File: src/rtl/dcache_wb_ctrl.sv
// Purpose: direct-mapped write-back / write-allocate data cache between the MEM stage and main memory.
// Latency: hits are served in the same cycle; a miss costs 1 + victim-writeback wait + fill wait + 1 cycles.
// Backpressure: stall holds the pipeline while a miss is outstanding; the memory side completes each request on a mem_rdy pulse.
//
// Ports:
//   clk, rst                  clock and asynchronous active-high reset
//   cpu_addr/re/we/wr_data    MEM-stage word access (re & we together is a store)
//   cpu_rd_data, stall        load data (valid when cpu_re & ~stall), pipeline freeze
//   mem_addr/re/we/wr_data    line request to main memory, address is {tag,index}
//   mem_rd_data, mem_rdy      fill line and one-cycle completion pulse
//   hit_cnt, miss_cnt         saturating performance counters
module dcache_wb_ctrl #(
  parameter int INDEX_BITS = 3,
  parameter int CNT_W      = 16
) (
  input  logic             clk,
  input  logic             rst,
  input  logic [15:0]      cpu_addr,
  input  logic             cpu_re,
  input  logic             cpu_we,
  input  logic [15:0]      cpu_wr_data,
  output logic [15:0]      cpu_rd_data,
  output logic             stall,
  output logic [13:0]      mem_addr,
  output logic             mem_re,
  output logic             mem_we,
  output logic [63:0]      mem_wr_data,
  input  logic [63:0]      mem_rd_data,
  input  logic             mem_rdy,
  output logic [CNT_W-1:0] hit_cnt,
  output logic [CNT_W-1:0] miss_cnt
);

  localparam int NLINES = 1 << INDEX_BITS;
  localparam int TAG_W  = 16 - INDEX_BITS - 2;

  typedef enum logic [1:0] {
    S_IDLE = 2'd0,
    S_WB   = 2'd1,
    S_FILL = 2'd2
  } state_t;

  // Line storage: valid/dirty are reset, tag/data are not (valid gates them).
  logic [63:0]      data_q  [NLINES];
  logic [TAG_W-1:0] tag_q   [NLINES];
  logic [NLINES-1:0] valid_q;
  logic [NLINES-1:0] dirty_q;

  state_t           state_q;
  logic             mem_re_q;
  logic             mem_we_q;
  logic [13:0]      mem_addr_q;
  logic [63:0]      mem_wr_data_q;
  logic [CNT_W-1:0] hit_cnt_q, hit_cnt_d;
  logic [CNT_W-1:0] miss_cnt_q, miss_cnt_d;

  // Address split
  logic [1:0]            req_off;
  logic [INDEX_BITS-1:0] req_idx;
  logic [TAG_W-1:0]      req_tag;

  assign req_off = cpu_addr[1:0];
  assign req_idx = cpu_addr[INDEX_BITS+1:2];
  assign req_tag = cpu_addr[15:INDEX_BITS+2];

  logic access;
  logic is_store;
  logic hit;
  logic idle_hit;
  logic idle_miss;

  assign access    = cpu_re | cpu_we;
  assign is_store  = cpu_we;
  assign hit       = valid_q[req_idx] & (tag_q[req_idx] == req_tag);
  assign idle_hit  = (state_q == S_IDLE) & access & hit;
  assign idle_miss = (state_q == S_IDLE) & access & ~hit;

  assign stall = access & ~((state_q == S_IDLE) & hit);

  // Load data comes straight from the array so a hit completes in its own cycle.
  always_comb begin
    cpu_rd_data = '0;
    if (idle_hit && cpu_re) begin
      cpu_rd_data = data_q[req_idx][{req_off, 4'b0000} +: 16];
    end
  end

  // Saturating counters: stop at all-ones rather than wrapping.
  always_comb begin
    hit_cnt_d  = hit_cnt_q;
    miss_cnt_d = miss_cnt_q;
    if (idle_hit && (hit_cnt_q != {CNT_W{1'b1}})) begin
      hit_cnt_d = hit_cnt_q + 1'b1;
    end
    if (idle_miss && (miss_cnt_q != {CNT_W{1'b1}})) begin
      miss_cnt_d = miss_cnt_q + 1'b1;
    end
  end

  // Controller FSM with registered memory-side outputs.
  always_ff @(posedge clk or posedge rst) begin
    if (rst) begin
      state_q       <= S_IDLE;
      mem_re_q      <= 1'b0;
      mem_we_q      <= 1'b0;
      mem_addr_q    <= '0;
      mem_wr_data_q <= '0;
      valid_q       <= '0;
      dirty_q       <= '0;
      hit_cnt_q     <= '0;
      miss_cnt_q    <= '0;
    end else begin
      hit_cnt_q  <= hit_cnt_d;
      miss_cnt_q <= miss_cnt_d;
      case (state_q)
        S_IDLE: begin
          if (access) begin
            if (hit) begin
              if (is_store) begin
                dirty_q[req_idx] <= 1'b1;
              end
            end else if (valid_q[req_idx] && dirty_q[req_idx]) begin
              // Victim must reach memory before its slot is overwritten.
              state_q       <= S_WB;
              mem_we_q      <= 1'b1;
              mem_addr_q    <= {tag_q[req_idx], req_idx};
              mem_wr_data_q <= data_q[req_idx];
            end else begin
              state_q    <= S_FILL;
              mem_re_q   <= 1'b1;
              mem_addr_q <= {req_tag, req_idx};
            end
          end
        end
        S_WB: begin
          if (mem_rdy) begin
            state_q    <= S_FILL;
            mem_we_q   <= 1'b0;
            mem_re_q   <= 1'b1;
            mem_addr_q <= {req_tag, req_idx};
          end
        end
        S_FILL: begin
          if (mem_rdy) begin
            state_q          <= S_IDLE;
            mem_re_q         <= 1'b0;
            valid_q[req_idx] <= 1'b1;
            dirty_q[req_idx] <= 1'b0;
          end
        end
        default: begin
          state_q  <= S_IDLE;
          mem_re_q <= 1'b0;
          mem_we_q <= 1'b0;
        end
      endcase
    end
  end

  // Tag/data arrays: written by a store hit or by a completing fill.
  // The inputs are held stable across a miss, so req_idx/req_tag still name the line being filled.
  always_ff @(posedge clk) begin
    if (!rst) begin
      if (idle_hit && is_store) begin
        data_q[req_idx][{req_off, 4'b0000} +: 16] <= cpu_wr_data;
      end else if ((state_q == S_FILL) && mem_rdy) begin
        data_q[req_idx] <= mem_rd_data;
        tag_q[req_idx]  <= req_tag;
      end
    end
  end

  assign mem_re      = mem_re_q;
  assign mem_we      = mem_we_q;
  assign mem_addr    = mem_addr_q;
  assign mem_wr_data = mem_wr_data_q;
  assign hit_cnt     = hit_cnt_q;
  assign miss_cnt    = miss_cnt_q;

endmodule

File: config.mk
export PLATFORM = sky130hd
export DESIGN_NAME = dcache_wb_ctrl
export DESIGN_NICKNAME = d
export VERILOG_FILES = /design/src/rtl/dcache_wb_ctrl.sv
export SDC_FILE = /design/constraint.sdc
export NUM_CORES = 1
export LEC_CHECK = 0
export BUFFER_PORTS_ARGS = -buffer_cell sky130_fd_sc_hd__buf_2
export CORE_MARGIN = 4
export CORE_UTILIZATION = 25
export DETAILED_ROUTE_END_ITERATION = 7
export GPL_TIMING_DRIVEN = 0
export PLACE_DENSITY_LB_ADDON = 0.25
export SYNTH_ARGS = -nofsm -noshare
export SYNTH_HDL_FRONTEND = slang
export SYNTH_SLANG_ARGS = --single-unit
File: constraint.sdc
create_clock -name clk -period 5.3 [get_ports clk]
set_input_delay 1.06 -clock clk [delete_from_list [all_inputs] [get_ports clk]]
set_output_delay 1.06 -clock clk [all_outputs]
set_load 0.005 [all_outputs]
==> flow_summary.html <==
<table>
<tr><th>Metric</th><th>Value</th></tr>
<tr><th colspan="2">Run status</th></tr>
<tr><td>Result of the run</td><td>completed</td></tr>
<tr><th colspan="2">Detailed routing</th></tr>
<tr><td>Post-Route M1 WL</td><td>48100 um</td></tr>
<tr><td>Metal2 WL</td><td>47900 um</td></tr>
<tr><td>Detailed Route Iter0 Violations</td><td>2499</td></tr>
<tr><td>Detail-routed net length per standard cell</td><td>29.6 um</td></tr>
<tr><td>Post-route DRC</td><td>0</td></tr>
<tr><td>Post-route antenna net violation count</td><td>0</td></tr>
<tr><td>Drt pass-1 iters</td><td>5</td></tr>
<tr><td>Met3 Routed Length</td><td>13100 um</td></tr>
<tr><td>Vias after detailed routing</td><td>19600</td></tr>
<tr><td>Final WL</td><td>113000 um</td></tr>
<tr><td>Average via count per standard cell</td><td>5.14</td></tr>
<tr><td>Top routing layer in use</td><td>met5</td></tr>
<tr><th colspan="2">Yosys</th></tr>
<tr><td>Mean instance size in the synthesized netlist</td><td>15.7 um2</td></tr>
<tr><td>Fraction of synthesis flops using an asynchronous set or reset pin</td><td>0.178</td></tr>
<tr><td>Sequential element share of the synthesized area</td><td>0.734</td></tr>
<tr><td>Flop and latch count out of synthesis</td><td>730</td></tr>
<tr><td>Number of different library cells in the post-synthesis netlist</td><td>59</td></tr>
<tr><td>Yosys synthesis warning count</td><td>0</td></tr>
<tr><td>Post-synth EDFFs</td><td>600</td></tr>
<tr><td>Count of mapped cells out of synthesis</td><td>1844</td></tr>
<tr><td>Most used DFF post-synth</td><td>sky130_fd_sc_hd__edfxtp_1</td></tr>
<tr><td>Combined area of all synthesized cells</td><td>0.0290 mm2</td></tr>
<tr><td>Synth Net Count</td><td>1952</td></tr>
<tr><th colspan="2">Critical path</th></tr>
<tr><td>Cell chain of the critical path</td><td>buf_2 -&gt; buf_4 -&gt; buf_4 -&gt; nor3_2 -&gt; clkbuf_4 -&gt; buf_2 -&gt; a22oi_1 -&gt; nand4_1 -&gt; mux4_2 -&gt; and3_1 -&gt; buf_2</td></tr>
<tr><td>First element of the critical path</td><td>cpu_addr[2]</td></tr>
<tr><td>FF-to-FF setup slack</td><td>930 ps</td></tr>
<tr><td>R2R Path End</td><td>data_q[6][37]</td></tr>
<tr><td>Worst setup path endpoint</td><td>cpu_rd_data[2]</td></tr>
<tr><td>Critical Path Max Stage Delay</td><td>500 ps</td></tr>
<tr><td>Required time of the worst setup path</td><td>4240 ps</td></tr>
<tr><td>Crit path DAT</td><td>4190 ps</td></tr>
<tr><td>Max Fanout on Critical Path</td><td>10</td></tr>
<tr><td>Cell repeated most along the worst path</td><td>sky130_fd_sc_hd__buf_2</td></tr>
<tr><td>Crit path launch type</td><td>input pin</td></tr>
<tr><td>Cell with the largest stage delay on the worst path</td><td>sky130_fd_sc_hd__nor3_2</td></tr>
<tr><td>CP Class</td><td>in2out</td></tr>
<tr><td>Critical Path Sink Type</td><td>output port</td></tr>
<tr><td>Source of the worst register-to-register timing path</td><td>tag_q[7][7]</td></tr>
<tr><td>R2R cell count</td><td>10</td></tr>
<tr><th colspan="2">Timing</th></tr>
<tr><td>Number of hold violations in the final report</td><td>0</td></tr>
<tr><td>Crit share post-route</td><td>0.991</td></tr>
<tr><td>Final period demand of the worst path</td><td>5250 ps</td></tr>
<tr><td>Setup violators final</td><td>0</td></tr>
<tr><td>Max frequency</td><td>190 MHz</td></tr>
<tr><td>Worst clock skew</td><td>30.9 ps</td></tr>
<tr><td>Slew HR</td><td>0.0883</td></tr>
<tr><td>Accumulated negative setup slack</td><td>0 ps</td></tr>
<tr><td>Max-slew violations</td><td>0</td></tr>
<tr><td>Setup repair after global routing missed its margin</td><td>true</td></tr>
<tr><td>Min setup slack post-route</td><td>47.9 ps</td></tr>
<tr><td>Pin slew with the least headroom to its limit</td><td>1360 ps</td></tr>
<tr><th colspan="2">Power and ir drop</th></tr>
<tr><td>Sequential share of power</td><td>0.488</td></tr>
<tr><td>Leakage component of the power</td><td>12.9 nW</td></tr>
<tr><td>Power density over the cells</td><td>366 mW/mm2</td></tr>
<tr><td>Power share of the clock group</td><td>0.430</td></tr>
<tr><td>Switching Fraction</td><td>0.240</td></tr>
<tr><td>Peak supply drop</td><td>0.231 mV</td></tr>
<tr><td>Combinational cell fraction of total power</td><td>0.081</td></tr>
<tr><td>NetSw</td><td>3.16 mW</td></tr>
<tr><td>Design internal power</td><td>9.98 mW</td></tr>
<tr><th colspan="2">Clock network</th></tr>
<tr><td>Clock tree sinks</td><td>730</td></tr>
<tr><td>Clock buffer depth</td><td>3</td></tr>
<tr><td>Clock transition at the registers of the reported paths</td><td>60 ps</td></tr>
<tr><td>Number of clock buffers inserted by TritonCTS</td><td>79</td></tr>
<tr><td>Worst-Skew Late Latency</td><td>660 ps</td></tr>
<tr><td>CTS tree</td><td>yes</td></tr>
<tr><td>Clock root cell</td><td>sky130_fd_sc_hd__clkbuf_16</td></tr>
<tr><td>Number of H-tree levels</td><td>3</td></tr>
<tr><th colspan="2">Die</th></tr>
<tr><td>Core ar.</td><td>0.115 mm2</td></tr>
<tr><td>Die width</td><td>348 um</td></tr>
<tr><td>Chip height</td><td>348 um</td></tr>
<tr><td>Die area</td><td>0.121 mm2</td></tr>
<tr><td>Cell row count</td><td>124</td></tr>
<tr><td>I/O pin total</td><td>230</td></tr>
<tr><td>Initial Util</td><td>0.253</td></tr>
<tr><th colspan="2">Placement</th></tr>
<tr><td>Port Buf Inserts</td><td>227</td></tr>
<tr><td>DP Wirelength</td><td>81700 um</td></tr>
<tr><td>Final weighted congestion in routability-driven placement</td><td>0.880</td></tr>
<tr><td>DP Worst Slack</td><td>-1450 ps</td></tr>
<tr><th colspan="2">Global routing</th></tr>
<tr><td>Pin count of the biggest net entering global routing</td><td>39</td></tr>
<tr><td>Via count of the first global-routing pass</td><td>19000</td></tr>
<tr><td>Global route total overflow</td><td>0</td></tr>
<tr><td>All-Layer GR Usage</td><td>0.180</td></tr>
<tr><td>Initial antenna violation count</td><td>12</td></tr>
<tr><td>First-pass GRT wire length</td><td>153000 um</td></tr>
<tr><th colspan="2">Finish</th></tr>
<tr><td>Share of cells above drive strength 1</td><td>0.289</td></tr>
<tr><td>Total number of nets in the final design</td><td>2345</td></tr>
<tr><td>Fill cell count</td><td>11300</td></tr>
<tr><td>Area grow syn2layout</td><td>24.0%</td></tr>
<tr><th colspan="2">Worst hold path</th></tr>
<tr><td>Hold Crit Class</td><td>reg2reg</td></tr>
<tr><th colspan="2">Flow run</th></tr>
<tr><td>Number of max-capacitance violations reported</td><td>0</td></tr>
</table>
## how the worst min path moves through the flow
| stage | to | from | slack [ps] | cells after the start |
|---|---|---|---|---|
| 2_1_floorplan | valid_q[2] | valid_q[2] | 430 | 1 |
| 3_3_place_gp | valid_q[5] | valid_q[5] | 450 | 1 |
| 3_5_place_dp | valid_q[2] | valid_q[2] | 460 | 1 |
| 4_1_cts | valid_q[2] | valid_q[2] | 470 | 1 |
| 5_1_grt | valid_q[5] | valid_q[5] | 480 | 1 |
| 6_report | valid_q[2] | valid_q[2] | 470 | 1 |
## synth_stat cells, drive strengths merged (10+ instances only)
library cell | instances | area (um2)
mux4 | 28 | 631
xnor2 | 11 | 96.3
mux2i | 25 | 263
mux2 | 84 | 1130
nor2 | 54 | 205
inv | 17 | 63.8
dfrtp | 130 | 3250
nor3 | 23 | 131
and3 | 25 | 156
buf | 28 | 183
a22oi | 265 | 1990
nand2 | 195 | 732
o21ai | 87 | 435
xor2 | 29 | 254
nand4 | 69 | 438
clkbuf | 82 | 308
nand3 | 10 | 50.1
edfxtp | 600 | 18000
## per-layer routing
layer	GRT usage	vias up
met3	0.0523	179
met4	0.0599	12
met5	0	-
li1	-	8036
met1	0.257	10200
met2	0.263	1163
## layout by cell type, fill, tap and decap left out, drive strengths merged, types with 5 or more instances in the layout
| cell type | n |
|---|---|
| a21oi | 9 |
| a22o | 5 |
| a22oi | 265 |
| and2 | 6 |
| and3 | 25 |
| buf | 340 |
| bufinv | 7 |
| clkbuf | 184 |
| clkinv | 33 |
| dfrtp | 130 |
| edfxtp | 600 |
| ha | 7 |
| inv | 20 |
| mux2 | 84 |
| mux2i | 25 |
| mux4 | 28 |
| nand2 | 195 |
| nand2b | 9 |
| nand3 | 10 |
| nand4 | 69 |
| nor2 | 54 |
| nor2b | 7 |
| nor3 | 23 |
| o21ai | 87 |
| xnor2 | 11 |
| xor2 | 29 |
## flip-flops by register name, summed over array words and instances, names as in the netlist, named ones only
register	flops
miss_cnt	16
state_q	2
valid_q	8
hit_cnt	16
tag_q	88
data_q	512
mem_re	1
mem_addr	14
mem_wr_data	64
mem_we	1
## layout make-up
| type | instances | area (um2) | area share |
|---|---|---|---|
| Antenna cell | 4 | 10.0 | 0.000279 |
| Timing Repair Buffer | 313 | 2140 | 0.0595 |
| Multi-Input combinational cell | 986 | 7290 | 0.203 |
| Clock inverter | 44 | 437 | 0.0122 |
| Tap cell | 1512 | 1890 | 0.0526 |
| Inverter | 18 | 75.1 | 0.00209 |
| Sequential cell | 730 | 21300 | 0.592 |
| Buffer | 109 | 596 | 0.0166 |
| Clock buffer | 103 | 2220 | 0.0618 |
## worst max-delay path: cells and delay by family
kind            cells  cell delay, ps
simple gates        3             970
compound gates      1             140
buf+inv             6            1620
mux                 1             350
## cells by family after synthesis
group | after synthesis | share of synthesized area
DFF | 730 | 0.734
and+or+nand+nor | 417 | 0.0688
adders and majority gates | 7 | 0.00302
AOI/OAI and AO/OA | 385 | 0.0927
muxes | 137 | 0.0698
xor gates and xnor gates | 40 | 0.0121
buffers and inverters | 128 | 0.0193
## through the flow
stage | util | hold slack, ps | area [um2] | cells | power (mW)
after floorplan | - | 435 | 29000 | 1844 | 6.96
after global placement | 0.279 | 451 | 32000 | 3583 | 7.48
after detailed placement | 0.286 | 456 | 32700 | 3623 | 7.52
after CTS | 0.313 | 474 | 35800 | 3809 | 13.2
after global routing | 0.313 | 483 | 35900 | 3815 | 13.5
final | 0.313 | 475 | 35900 | 3819 | 13.1
## power groups by stage
| stage | combinational [mW] | sequential, mW | clock [mW] |
|---|---|---|---|
| 3_3_place_gp | 0.953 | 6.53 | 0 |
| 6_report | 1.07 | 6.42 | 5.66 |
| 3_5_place_dp | 0.990 | 6.53 | 0 |
| 4_1_cts | 1.04 | 6.42 | 5.73 |
| 2_1_floorplan | 0.439 | 6.52 | 0 |
| 5_1_grt | 1.11 | 6.43 | 5.98 |
## timing repair
action / CTS / global route
endpoints found under the setup margin: 61 / 17
gates resized for setup: 98 / 19
buffers inserted: 40 / 6
pin swaps: 13 / 4
hold endpoints to repair: 0 / 0
hold buffers: 0 / 0
Power figures use the tool's default switching activity.
